$ cat src/rtl/ssd_scan_controller_if.sv
// Load handshake and display-side signals of the seven-segment scanner.
// master drives value/handshake, slave is the scanner.
interface ssd_scan_controller_if #(
   parameter int NUM_DIGITS = 4
);
   logic                    enable;
   logic                    load_valid;
   logic                    load_ready;
   logic [4*NUM_DIGITS-1:0] load_value;
   logic                    lz_suppress;
   logic [3:0]              nibble_out;
   logic [NUM_DIGITS-1:0]   digit_en_n;
   logic                    blank;
   logic                    frame_done;

   modport master (
      output enable, load_valid, load_value, lz_suppress,
      input  load_ready, nibble_out, digit_en_n, blank, frame_done
   );

   modport slave (
      input  enable, load_valid, load_value, lz_suppress,
      output load_ready, nibble_out, digit_en_n, blank, frame_done
   );
endinterface

$ cat src/rtl/ssd_scan_controller.sv
// Time-multiplexed seven-segment scan scheduler with a one-entry
// value buffer that only lands on frame boundaries.
module ssd_scan_controller #(
   parameter int NUM_DIGITS   = 4,
   parameter int REFRESH_DIV  = 50000,
   parameter int GUARD_CYCLES = 2
) (
   input logic                  clk,
   input logic                  rst_n,
   ssd_scan_controller_if.slave bus
);
   localparam int ND   = NUM_DIGITS;
   localparam int M1   = (REFRESH_DIV > GUARD_CYCLES) ? REFRESH_DIV : GUARD_CYCLES;
   localparam int MAXV = (M1 > 2) ? M1 : 2;
   localparam int DW   = $clog2(MAXV);
   localparam int IW   = $clog2(ND);
   localparam int GT   = (GUARD_CYCLES > 0) ? GUARD_CYCLES - 1 : 0;

   localparam logic [1:0] S_OFF   = 2'd0;
   localparam logic [1:0] S_DRIVE = 2'd1;
   localparam logic [1:0] S_GUARD = 2'd2;

   logic [1:0]      state;
   logic [IW-1:0]   digit;
   logic [DW-1:0]   div;
   logic [4*ND-1:0] active;
   logic [4*ND-1:0] pending;
   logic            pend_v;

   logic [3:0]      nib [ND];
   logic [ND-1:0]   supp;
   logic            zero;
   logic            drive_tc;
   logic            guard_tc;
   logic            last_digit;
   logic            boundary;
   logic            accept;
   logic [IW-1:0]   next_digit;

   assign drive_tc   = (state == S_DRIVE) && (div == DW'(REFRESH_DIV - 1));
   assign guard_tc   = (state == S_GUARD) && (div == DW'(GT));
   assign last_digit = (digit == IW'(ND - 1));
   assign next_digit = last_digit ? '0 : digit + IW'(1);
   assign accept     = bus.load_valid && !pend_v;
   assign boundary   = last_digit &&
                       ((GUARD_CYCLES == 0) ? drive_tc : guard_tc);

   // Leading-zero mask: digit i blanks when it and every higher nibble are 0.
   always_comb begin
      zero = 1'b1;
      supp = '0;
      for (int i = ND - 1; i >= 0; i--) begin
         nib[i]  = active[4*i +: 4];
         zero    = zero && (nib[i] == 4'h0);
         supp[i] = bus.lz_suppress && zero && (i != 0);
      end
   end

   always_ff @(posedge clk) begin
      if (!rst_n) begin
         state   <= S_OFF;
         digit   <= '0;
         div     <= '0;
         active  <= '0;
         pending <= '0;
         pend_v  <= 1'b0;
      end else begin
         if (!bus.enable) begin
            state <= S_OFF;
            digit <= '0;
            div   <= '0;
         end else begin
            case (state)
               S_OFF: begin
                  state <= S_DRIVE;
                  digit <= '0;
                  div   <= '0;
               end
               S_DRIVE: begin
                  if (drive_tc) begin
                     div <= '0;
                     if (GUARD_CYCLES == 0) digit <= next_digit;
                     else state <= S_GUARD;
                  end else begin
                     div <= div + DW'(1);
                  end
               end
               S_GUARD: begin
                  if (guard_tc) begin
                     state <= S_DRIVE;
                     digit <= next_digit;
                     div   <= '0;
                  end else begin
                     div <= div + DW'(1);
                  end
               end
               default: begin
                  state <= S_OFF;
                  digit <= '0;
                  div   <= '0;
               end
            endcase
         end

         if (boundary && pend_v) begin
            active <= pending;
            pend_v <= 1'b0;
         end else if (accept) begin
            if ((state == S_OFF) || boundary) begin
               active <= bus.load_value;
            end else begin
               pending <= bus.load_value;
               pend_v  <= 1'b1;
            end
         end
      end
   end

   always_comb begin
      bus.digit_en_n = '1;
      bus.blank      = 1'b1;
      bus.nibble_out = (state == S_OFF) ? 4'h0 : nib[digit];
      if ((state == S_DRIVE) && !supp[digit]) begin
         bus.digit_en_n[digit] = 1'b0;
         bus.blank             = 1'b0;
      end
   end

   assign bus.frame_done = boundary;
   assign bus.load_ready = !pend_v;
endmodule
$ cat src/flat_wrapper.sv
// flat-port wrapper written by rule: the top's interface ports become plain ports
module ssd_scan_controller_flat 
#(
   parameter int NUM_DIGITS   = 4,
   parameter int REFRESH_DIV  = 50000,
   parameter int GUARD_CYCLES = 2
)
  (clk, rst_n, bus_enable, bus_load_valid, bus_load_value, bus_lz_suppress, bus_load_ready, bus_nibble_out, bus_digit_en_n, bus_blank, bus_frame_done);
  ssd_scan_controller_if #(.NUM_DIGITS(NUM_DIGITS)) bus_i ();
  input logic clk;
  input logic rst_n;
  input wire logic [$bits(bus_i.enable)-1:0] bus_enable;
  input wire logic [$bits(bus_i.load_valid)-1:0] bus_load_valid;
  input wire logic [$bits(bus_i.load_value)-1:0] bus_load_value;
  input wire logic [$bits(bus_i.lz_suppress)-1:0] bus_lz_suppress;
  output wire logic [$bits(bus_i.load_ready)-1:0] bus_load_ready;
  output wire logic [$bits(bus_i.nibble_out)-1:0] bus_nibble_out;
  output wire logic [$bits(bus_i.digit_en_n)-1:0] bus_digit_en_n;
  output wire logic [$bits(bus_i.blank)-1:0] bus_blank;
  output wire logic [$bits(bus_i.frame_done)-1:0] bus_frame_done;
  assign bus_i.enable = bus_enable;
  assign bus_i.load_valid = bus_load_valid;
  assign bus_i.load_value = bus_load_value;
  assign bus_i.lz_suppress = bus_lz_suppress;
  assign bus_load_ready = bus_i.load_ready;
  assign bus_nibble_out = bus_i.nibble_out;
  assign bus_digit_en_n = bus_i.digit_en_n;
  assign bus_blank = bus_i.blank;
  assign bus_frame_done = bus_i.frame_done;
  ssd_scan_controller #(.NUM_DIGITS(NUM_DIGITS), .REFRESH_DIV(REFRESH_DIV), .GUARD_CYCLES(GUARD_CYCLES)) u_core (.clk(clk), .rst_n(rst_n), .bus(bus_i));
endmodule
$ cat config.mk
export PLATFORM = sky130hd
export DESIGN_NAME = ssd_scan_controller_flat
export DESIGN_NICKNAME = d
export VERILOG_FILES = /design/src/rtl/ssd_scan_controller_if.sv /design/src/rtl/ssd_scan_controller.sv /design/src/flat_wrapper.sv
export SDC_FILE = /design/constraint.sdc
export NUM_CORES = 1
export LEC_CHECK = 0
export CORE_ASPECT_RATIO = 0.5
export CORE_MARGIN = 2
export CORE_UTILIZATION = 40
export DETAILED_ROUTE_END_ITERATION = 8
export HOLD_SLACK_MARGIN = 0.06
export PLACE_DENSITY_LB_ADDON = 0.25
export SKIP_CTS_REPAIR_TIMING = 1
export SLEW_MARGIN = 10
export SYNTH_ARGS = -nofsm -noshare
export SYNTH_HDL_FRONTEND = slang
export SYNTH_SLANG_ARGS = --single-unit
$ cat constraint.sdc
create_clock -name clk -period 5.3 [get_ports clk]
set_input_delay 1.06 -clock clk [delete_from_list [all_inputs] [get_ports clk]]
set_output_delay 1.06 -clock clk [all_outputs]
set_load 0.01 [all_outputs]
==> run summary <==
===============================================================================
Peak VDD IR ......................................................    0.1163 mV
Pwr Total ........................................................    0.8269 mW
Pin count of the biggest net entering global routing .............           36
Post-synthesis sequential area ratio .............................       0.4103
Met1 WL ..........................................................      2454 µm
Via count of the first global-routing pass .......................         1910
Dominant cells by area after synthesis ........................... sky130_fd_sc_hd__dfxtp_1 (41%), sky130_fd_sc_hd__mux2i_1 (12%), sky130_fd_sc_hd__ha_1 (4.8%)
Most common library cell in the layout ignoring fill and taps .... sky130_fd_sc_hd__dfxtp_1
Syn nets .........................................................          298
DP HPWL ..........................................................      3655 µm
Worst min-delay path category ....................................   reg -> reg
Worst-Skew Late Latency ..........................................       300 ps
Largest buffer count on any clock path ...........................            2
Normalized max-slew margin .......................................       0.2593
Tmin final .......................................................      3466 ps
Element type at the critical path start ..........................    input pin
Antenna Diode Count ..............................................            0
Endpoint of the worst setup timing path .......................... bus_digit_en_n[0]
Count of synthesis-stage warnings from yosys .....................            0
Launch instance of the worst register-to-register path ........... u_core.digit[0]
Met3 wire length .................................................       217 µm
Leading area contributor after synthesis ......................... sky130_fd_sc_hd__dfxtp_1
Critical register-to-register path endpoint ...................... u_core.pending[1]
Total power per unit cell area ................................... 265.0 nW/µm²
Root buffer selected by CTS ...................................... sky130_fd_sc_hd__clkbuf_16
Total iterations of the first detailed-routing run ...............            4
Pins Over Slew Limit .............................................            0
Vias per inst ....................................................        5.018
Synthesized instance count .......................................          267
Inserted Clock Buffers ...........................................            5
Count of port buffers added during placement .....................           31
Number of I/O pins ...............................................           32
Initial detailed-routing violation count .........................           59
Average instance area after synthesis ............................    9.686 µm²
Tightest Pin Transition ..........................................      1111 ps
Status ...........................................................    completed
Die Width ........................................................     117.7 µm
Antenna violation net count after detailed routing ...............            0
Final wirelength .................................................      5093 µm
Cell variety after synth .........................................           37
Area growth from synthesis to layout .............................       20.66%
Final design utilization .........................................       0.5069
Detailed route wirelength on metal2 ..............................      2336 µm
Number of placement rows .........................................           20
DR WL/cell .......................................................     13.23 µm
Initial standard-cell utilization of the core ....................       0.4201
Share of Yosys cell area claimed by the top area cell type .......       0.4103
Grt ovf ..........................................................            0
Final count of hold timing violations ............................            0
Max H-tree Level .................................................            2
Count of maximum capacitance violations ..........................            0
Reported leakage power ...........................................     1.299 nW
CORE AREA ........................................................     6156 µm²
Critical path capture point type ................................. primary output
CP startpoint .................................................... bus_lz_suppress
Vias .............................................................         1932
CTS sink cnt .....................................................           53
FF-to-FF setup slack .............................................      2890 ps
Top layer used by detailed routing ...............................         met4
Fraction of layout instances using a drive strength above 1 ......      0.08754
Remaining routing DRC violations .................................            0
Setup Total Neg Slack ............................................         0 ps
Setup skew after layout ..........................................     5.852 ps
Number of cells traversed by the worst register-to-register path .            5
Final cycle utilization of the critical path .....................       0.6539
Area of the die ..................................................     7164 µm²
Post-synthesis instance area .....................................     2586 µm²
Die height .......................................................     60.86 µm
Arrival time of data at the critical path endpoint ...............      2410 ps
Routability congestion estimate ..................................       0.7557
Worst-path maximum fanout ........................................            5
CTS tree .........................................................        built
Number of nets in the finished design ............................          327
Aggregate global-route resource usage ............................       0.1576
Setup violations, final ..........................................            0
Register bit total from synthesis ................................           53
Unrepaired setup endpoints after global routing ..................           no
Required time worst endpoint .....................................      4240 ps
Clk pin slew, worst setup/hold paths .............................        70 ps
Critical path class ..............................................    in -> out
Wire length of the first global-routing pass .....................      8776 µm
Commonest cells after routing, fill and taps aside ............... sky130_fd_sc_hd__dfxtp_1 (53), sky130_fd_sc_hd__mux2i_1 (32), sky130_fd_sc_hd__clkdlybuf4s50_1 (31), sky130_fd_sc_hd__nor2_1 (21)
Max Clk Rate .....................................................   0.2886 GHz
Initial antenna violation count ..................................            0
===============================================================================
==> worst min-delay path by stage <==
stage / cells past startpoint / from / slack (ps) / end
final: 1 / u_core.div[0] / 490 / u_core.div[0]
after global routing: 1 / u_core.div[0] / 520 / u_core.div[0]
after CTS: 1 / u_core.div[0] / 490 / u_core.div[0]
after detailed placement: 1 / u_core.div[0] / 470 / u_core.div[0]
after global placement: 1 / u_core.div[0] / 460 / u_core.div[0]
after floorplan: 1 / u_core.div[0] / 440 / u_core.div[0]
==> through the flow <==
stage / hold WS [ps] / instances / setup WS (ps) / instance area, µm²
6_report: 485.1 / 385 / 1834 / 3120
5_1_grt: 520.8 / 385 / 1735 / 3120
4_1_cts: 485.2 / 385 / 1832 / 3120
3_5_place_dp: 472.6 / 377 / 1837 / 2974
3_3_place_gp: 463.7 / 377 / 1922 / 2974
2_1_floorplan: 444.5 / 267 / 2786 / 2586
==> routing by layer <==
layer	global-route usage	vias to the layer above
li1	-	1006
met1	0.1882	889
met2	0.2766	29
met3	0.04605	8
met4	0.06713	0
met5	0	-
==> flip-flops by register name, summed over array words and instances (netlist names) <==
name            flops
u_core.state        2
u_core.active      16
u_core.digit        2
u_core.pending     16
u_core.div         16
u_core.pend_v       1
==> cell type report <==
cell class | instances | area [µm²]
Inverter | 10 | 37.54
Clock inverter | 3 | 21.27
Tap cell | 88 | 110.1
Sequential cell | 53 | 1061
Fill cell | 597 | 3035
Multi-Input combinational cell | 193 | 1440
Clock buffer | 5 | 125.1
Timing Repair Buffer | 33 | 325.3
==> cells in the mapped netlist, drive strengths merged <==
cell type and count:
nor2b 20, o2111ai 1, xor2 8, nor3 3, a31oi 1, o221a 1
and4 1, o31a 1, and2 1, xnor2 6, nand2 12, nand3 8
nor3b 1, nor4 5, nand4 7, and3 4, clkbuf 7, ha 10
mux4 4, dfxtp 53, a21oi 20, nor2 21, buf 4, nor4b 1
o31ai 1, inv 10, a211oi 1, mux2i 32, o21ai 21, or4 2
==> where the power goes <==
part / internal (mW) / switching [mW]
logic: 0.0422 / 0.0349
clock network: 0.176 / 0.148
registers: 0.414 / 0.0116
==> worst max-delay path: stages <==
cell                              delay (ps)
sky130_fd_sc_hd__clkdlybuf4s50_1         400
sky130_fd_sc_hd__a31oi_1                 310
sky130_fd_sc_hd__nand2_1                 120
sky130_fd_sc_hd__clkdlybuf4s50_1         510
==> kinds of logic after synthesis <==
logic type / after synthesis / synth area share
AND/OR/NAND/NOR: 86 / 0.1959
multiplexers: 36 / 0.1587
AO/OA/AOI/OAI: 47 / 0.1064
adder cells (fa/ha/maj): 10 / 0.04838
buffers and inverters: 21 / 0.03290
XOR/XNOR: 14 / 0.04741
flip-flops: 53 / 0.4103
No activity file was read; power rests on OpenSTA's default activity.
